<file path="src/rtl/seq_div_hilo.sv">
// Sequential non-restoring 32-bit signed/unsigned divider. Each clock produces
// one quotient bit. The quotient is written to LO and the remainder to HI.
module seq_div_hilo #(
   parameter int unsigned WIDTH = 32
) (
   input  logic             clk,
   input  logic             clr,
   input  logic             start,
   input  logic             signed_op,
   input  logic [WIDTH-1:0] dividend,
   input  logic [WIDTH-1:0] divisor,
   output logic             busy,
   output logic             done,
   output logic             div_by_zero,
   output logic [WIDTH-1:0] hi,
   output logic [WIDTH-1:0] lo
);

   localparam int unsigned CW = $clog2(WIDTH);

   typedef enum logic [2:0] {
      IDLE = 3'd0,
      PREP = 3'd1,
      ITER = 3'd2,
      FIX  = 3'd3,
      DONE = 3'd4
   } state_t;

   state_t           state_q;
   logic [WIDTH-1:0] a_in_q, b_in_q;
   logic             sop_q, qneg_q, rneg_q;
   logic [WIDTH:0]   p_q, d_q;
   logic [WIDTH-1:0] a_q;
   logic [CW-1:0]    cnt_q;
   logic             busy_q, done_q, dbz_q;
   logic [WIDTH-1:0] hi_q, lo_q;

   logic [WIDTH-1:0] a_mag_d, b_mag_d, p_fix_d;
   logic [WIDTH:0]   p_sh_d, p_step_d;

   // Operand magnitudes; negating 0x80000000 yields 2^31 when read unsigned
   always_comb begin
      a_mag_d  = (sop_q && a_in_q[WIDTH-1]) ? WIDTH'(0) - a_in_q : a_in_q;
      b_mag_d  = (sop_q && b_in_q[WIDTH-1]) ? WIDTH'(0) - b_in_q : b_in_q;
      p_sh_d   = {p_q[WIDTH-1:0], a_q[WIDTH-1]};
      p_step_d = p_q[WIDTH] ? p_sh_d + d_q : p_sh_d - d_q;
      p_fix_d  = p_q[WIDTH] ? p_q[WIDTH-1:0] + d_q[WIDTH-1:0] : p_q[WIDTH-1:0];
   end

   always_ff @(posedge clk or negedge clr) begin
      if (!clr) begin
         state_q <= IDLE;
         a_in_q  <= '0;
         b_in_q  <= '0;
         sop_q   <= 1'b0;
         qneg_q  <= 1'b0;
         rneg_q  <= 1'b0;
         p_q     <= '0;
         d_q     <= '0;
         a_q     <= '0;
         cnt_q   <= '0;
         busy_q  <= 1'b0;
         done_q  <= 1'b0;
         dbz_q   <= 1'b0;
         hi_q    <= '0;
         lo_q    <= '0;
      end else begin
         case (state_q)
            IDLE: begin
               if (start) begin
                  a_in_q  <= dividend;
                  b_in_q  <= divisor;
                  sop_q   <= signed_op;
                  dbz_q   <= 1'b0;
                  busy_q  <= 1'b1;
                  state_q <= PREP;
               end
            end
            PREP: begin
               qneg_q <= sop_q & (a_in_q[WIDTH-1] ^ b_in_q[WIDTH-1]);
               rneg_q <= sop_q & a_in_q[WIDTH-1];
               p_q    <= '0;
               a_q    <= a_mag_d;
               d_q    <= {1'b0, b_mag_d};
               cnt_q  <= CW'(WIDTH - 1);
               if (b_in_q == '0) begin
                  lo_q    <= '1;
                  hi_q    <= a_in_q;
                  dbz_q   <= 1'b1;
                  busy_q  <= 1'b0;
                  done_q  <= 1'b1;
                  state_q <= DONE;
               end else begin
                  dbz_q   <= 1'b0;
                  state_q <= ITER;
               end
            end
            ITER: begin
               p_q   <= p_step_d;
               a_q   <= {a_q[WIDTH-2:0], ~p_step_d[WIDTH]};
               cnt_q <= cnt_q - CW'(1);
               if (cnt_q == '0) state_q <= FIX;
            end
            FIX: begin
               lo_q    <= qneg_q ? WIDTH'(0) - a_q : a_q;
               hi_q    <= rneg_q ? WIDTH'(0) - p_fix_d : p_fix_d;
               busy_q  <= 1'b0;
               done_q  <= 1'b1;
               state_q <= DONE;
            end
            DONE: begin
               done_q  <= 1'b0;
               state_q <= IDLE;
            end
            default: begin
               busy_q  <= 1'b0;
               done_q  <= 1'b0;
               state_q <= IDLE;
            end
         endcase
      end
   end

   assign busy        = busy_q;
   assign done        = done_q;
   assign div_by_zero = dbz_q;
   assign hi          = hi_q;
   assign lo          = lo_q;

endmodule

</file>
<file path="config.mk">
export PLATFORM = sky130hd
export DESIGN_NAME = seq_div_hilo
export DESIGN_NICKNAME = d
export VERILOG_FILES = /design/src/rtl/seq_div_hilo.sv
export SDC_FILE = /design/constraint.sdc
export NUM_CORES = 1
export LEC_CHECK = 0
export ABC_AREA = 1
export BUFFER_PORTS_ARGS = -buffer_cell sky130_fd_sc_hd__buf_2
export CORE_MARGIN = 2
export CORE_UTILIZATION = 40
export DETAILED_ROUTE_END_ITERATION = 7
export GPL_TIMING_DRIVEN = 0
export PLACE_DENSITY = 0.59
export SYNTH_ARGS = -nofsm -noshare
export SYNTH_HDL_FRONTEND = slang
export SYNTH_SLANG_ARGS = --single-unit
</file>
<file path="constraint.sdc">
create_clock -name clk -period 7.6 [get_ports clk]
set_input_delay 1.52 -clock clk [delete_from_list [all_inputs] [get_ports clk]]
set_output_delay 1.52 -clock clk [all_outputs]
set_load 0.02 [all_outputs]
</file>
# == Word level (Yosys, flattened, before mapping) ==
# Index checks and enable logic that the tools add are counted.
# W data, S select, Z words.
# classes
addsub,8
n_eq_ne,7
mux,25
n_bitwise,6
n_reduce_logical,16
# op_table
op,n
$mux W32,7
$pmux W32 S2,3
$sub A1 B32 Y32 const A,4
$pmux W33 S2,1
$add A33 B32 Y33,1
$mux W33,1
$sub A33 B32 Y33,1
$add A32 B32 Y32,1
$logic_not A32 Y1,1
$pmux W3 S4,1
$pmux W5 S2,1
$reduce_and A2 Y1,5
$mux W3,3
$eq A3 B2 Y1 const B,2
$ne A2 B2 Y1 const B,3
$pmux W1 S3,2
$reduce_bool A2 Y1,3
$logic_not A5 Y1,1
$mux W1,5
$sub A5 B1 Y5 const B,1
$reduce_or A2 Y1,2
$eq A3 B1 Y1 const B,1
$eq A3 B3 Y1 const B,1
$logic_not A3 Y1,1
other kinds (6),10
# totals
ff_bits,239
inputBits,68
out_inout_bits,67
elab_cells,77

# == Longest topological paths before layout ==
# depth
word_depth,5
depth_mapped,24

# == Worst setup path after synthesis ==
# No wires, ideal clock.
# synth_path
path_kind,flip-flop to flip-flop
start,register p_q[32]
end,register p_q[28]
setup_ns,0.131
arrival_ns,3.589
t_required_ns,7.469
setup_slack_ns,3.880
path_stages_with_launch,22
synth_period_minus_slack_ns,3.720
cell_sequence,dfrtp_1 -> buf_6 -> clkbuf_1 -> buf_2 -> clkbuf_1 -> clkbuf_1 -> nand2_1 -> o21ai_0 -> inv_1 -> fa_1 -> inv_1 -> nand3_1 -> nand2_1 -> nand2_1 -> a21oi_1 -> a21oi_1 -> o21ai_1 -> nand2_1 -> o21ai_1 -> a21oi_1 -> xor2_1 -> o21ai_1
# synth_via
elab_chain_len,2
# synth_lines
item,line,rtl
start: declaration,32,"logic [WIDTH:0] p_q, d_q;"
start signal: assignment,99,p_q <= p_step_d;
$mux W33,46,p_step_d = p_q[WIDTH] ? p_sh_d + d_q : p_sh_d - d_q;
$pmux W33 S2,68,case (state_q)
# No other way between the ends.
# A chain may end at the register's enable or synchronous reset.

# == Worst setup path after layout ==
# layout_path
start,register p_q[32]
end,register p_q[32]
# The elaborated chain is that of the path after synthesis.

==> flow_metrics.tcl <==
set metrics [dict create \
    status "finished, final reports clean" \
    worstSetupPathType "reg2reg" \
    peakVddDrop_mv 0.208 \
    p_int_mw 5.15 \
    dr_total_vias 17724 \
    fin_hold_ws_ns 0.478 \
    clkPwrFrac 0.136 \
    slowest_stage "clkbuf_1" \
    total_power_mw 11.2 \
    worst-path-buf-inv 7 \
    ys_types 54 \
    final_cells 3320 \
    finalClockSkew_ns 0.0348 \
    io_pins 135 \
    area_growth_pct 14.4 \
    leakage_nw 9.99 \
    cp_top_family "buffers and inverters" \
    pwr-share-seq 0.239 \
    dp_slack_ns 2.52 \
    grtUsageMet2 0.412 \
    grt_pass1_vias 16459 \
    busiest_layer "met1" \
    r2r-end "p_q[32]" \
    postCtsSetupBuffers 0 \
    period_minus_slack_ns 5.14 \
    syn_avg_cell_area_um2 6.86 \
    pwr-share-comb 0.625 \
    io_buffers 134 \
    gr-usage-met1 0.413 \
    holdPathEnd "hi[15]" \
    die_h_um 213 \
    cts_resized 0 \
    design.die.area_um2 45300 \
    synth.most_common_cell "nand2_1" \
    yosys.area.top_type "dfrtp_1" \
    endpoint_kind "flip-flop" \
    clkTransAtPathRegs_ns 0.06 \
    routed_wl_um 62600 \
    critPathLaunchType "flip-flop" \
    fin_ws_ns 2.46 \
    cp_slowest_stage_delay_ns 0.53 \
    route.detailed.drc 0 \
    r2r_slack_ns 2.46 \
    use_met3 0.0397 \
    min_from "hi[15]" \
    rsz0062_at_grt "no" \
    cp_max_fo 10 \
    max_freq_mhz 195 \
    grt_pass1_wl_um 95200 \
    syn_area_um2 17400 \
    finalMaxSlewViolations 0 \
    relSlewSlack 0.0530 \
    grt_start_max_net_pins 99 \
    ys.flop_type "dfrtp_1" \
    worstRegToRegCells 20 \
    cts_buffer_depth 3 \
    post_drt_wl_per_cell_um 18.8 \
    ys_seq_area_frac 0.343 \
    first_iter_violations 1772 \
    grt_usage 0.275 \
    n_antenna_cell 0 \
    reg2reg_from "p_q[32]" \
    viasPerCell 5.34 \
    synth.area.top_cells "dfrtp_1 34%, nand2_1 14%, inv_1 7.3%, nor2_1 5.6%, o21ai_0 5.6%" \
    drv_cap 0 \
    nFillCells 4493 \
    power_density_nw_per_um2 563 \
    synth_fp_nets 2682 \
    tightestPinTransition_ns 1.41 \
    cp_cell_sequence "buf_6, clkbuf_1, buf_2, clkbuf_1, clkbuf_1, nand2_1, o21ai_0, inv_1, fa_1, inv_1, nand3_1, nand2_1, nand2_1, a21oi_1, a21oi_1, o21ai_1, a21oi_1, nand3b_1, nand3_1, o21ai_0" \
    cts_made_buffers 31 \
    final_layout_size_suffix_gt1_frac 0.102 \
    cts_root_buffer "clkbuf_16" \
    core_area_um2 43100 \
    required_ns 8.06 \
    die_x_um 213 \
    cts_tree "done" \
    p_sw_frac 0.542 \
    cts.sinks 239 \
    hold_buffers 0 \
    setup_violations 0 \
    synthCells 2542 \
    crit_arrival_ns 5.60 \
    finalCritPeriodShare 0.676 \
    first_pass_iters 5 \
    placed_cells 3263 \
    hp-class "reg2reg" \
    min_delay_path_depth 2 \
    hold_viol_final 0 \
    p_sw_mw 6.08 \
    initial_core_util 0.405 \
    place.detailed.hpwl_um 50400 \
    netlist.area_leader.share 0.343 \
    htree_levels 1 \
    ys_async_sr_fraction 1.00 \
    finalSetupTns_ns 0 \
    ys_ff_latch 239 \
    grt_antenna_before_repair 0 \
    synth_edf_count 0 \
    gp_congestion 0.962 \
    ys_top_cells_by_count "664 x nand2_1, 338 x inv_1, 261 x nor2_1" \
    nNetsFinal 2851 \
    rows 76 \
    ys_warn_count 0 \
    antenna_left 0 \
    grt-ovfl-total 0 \
    worstSkewPairLatency_ns 0.61 \
]
-- cell families (layout without fill, tap and decap cells) --
family                     count (synthesis)  in the layout  synth area share
and+or+nand+nor                         1197           1197             0.286
muxes                                     29             29            0.0187
xor gates and xnor gates                 102            102            0.0512
DFF                                      239            239             0.343
adders and majority gates                 72             72            0.0525
buffers and inverters                    421            614            0.0919
AOI/OAI and AO/OA                        482            482             0.156
-- cell type report --
| cell class | count | area [um2] | share of cell area |
|---|---|---|---|
| buffer | 76 | 305 | 0.0153 |
| clock buffer | 42 | 877 | 0.0439 |
| clock inverter | 15 | 171 | 0.00859 |
| inverter | 345 | 1300 | 0.0650 |
| multi-input combinational | 1882 | 9860 | 0.494 |
| sequential | 239 | 5980 | 0.300 |
| tap | 585 | 732 | 0.0367 |
| timing repair buffer | 136 | 736 | 0.0369 |
-- registers in the layout (all words and copies together), names as in the netlist --
register,cells
busy,1
div_by_zero,1
b_in_q,32
qneg_q,1
a_q,32
a_in_q,32
state_q,3
done,1
lo,32
p_q,33
sop_q,1
d_q,32
rneg_q,1
hi,32
cnt_q,5
-- layout by cell type (no fill, tap or decap), types with 6 or more instances in the layout --
master       n
o31ai_1      9
a21o_1       6
clkbuf_16   31
clkbuf_1    65
mux2_2      29
nand2_1    664
o21ai_1     15
nor3_1      37
a31oi_1     15
nand4_1     30
a21oi_1    151
inv_1      338
o22ai_1     23
clkbuf_8     6
nand2_2      6
clkinv_2     9
xor2_1      71
nor2_1     261
nor3_2      10
nand3_1    152
o221ai_1    25
o211ai_1     7
buf_2      143
xnor2_1     31
o21ai_0    194
nor4_1       9
dfrtp_1    239
ha_1        70
or2_2        8
o21bai_1    11
nor2_2      11
-- metal layers --
layer | vias to the layer above | part of all wire
li1 | 8653 | -
met1 | 8346 | 0.47
met2 | 636 | 0.42
met3 | 89 | 0.079
met4 | 0 | 0.025
met5 | - | 0
-- power by group through the flow --
stage	sequential, mW	clock (mW)	combinational, mW
2_1_floorplan	2.59	0	4.78
3_3_place_gp	2.65	0	6.84
3_5_place_dp	2.67	0	6.92
4_1_cts	2.65	1.55	6.96
5_1_grt	2.74	1.61	7.86
6_report	2.68	1.53	7.02
-- through the flow --
step,util,area (um2)
3_3_place_gp,0.437,18800
2_1_floorplan,-,17400
6_report,0.463,20000
4_1_cts,0.463,20000
3_5_place_dp,0.439,18900
5_1_grt,0.463,20000
-- worst max path at each step --
stage	start	endpoint	depth (start not counted)
final	p_q[32]	p_q[32]	20
after global routing	p_q[32]	p_q[28]	21
after CTS	p_q[32]	p_q[32]	20
after detailed placement	p_q[32]	p_q[32]	20
after global placement	clr	hi[4]	1
after floorplan	p_q[32]	p_q[28]	21
-- worst min-delay path: cells and delay by family, from the launching register on --
family,cells,cell delay (ns)
DFF,1,0.34
and+or+nand+nor,2,0.10
(Power assumes the default switching activity.)
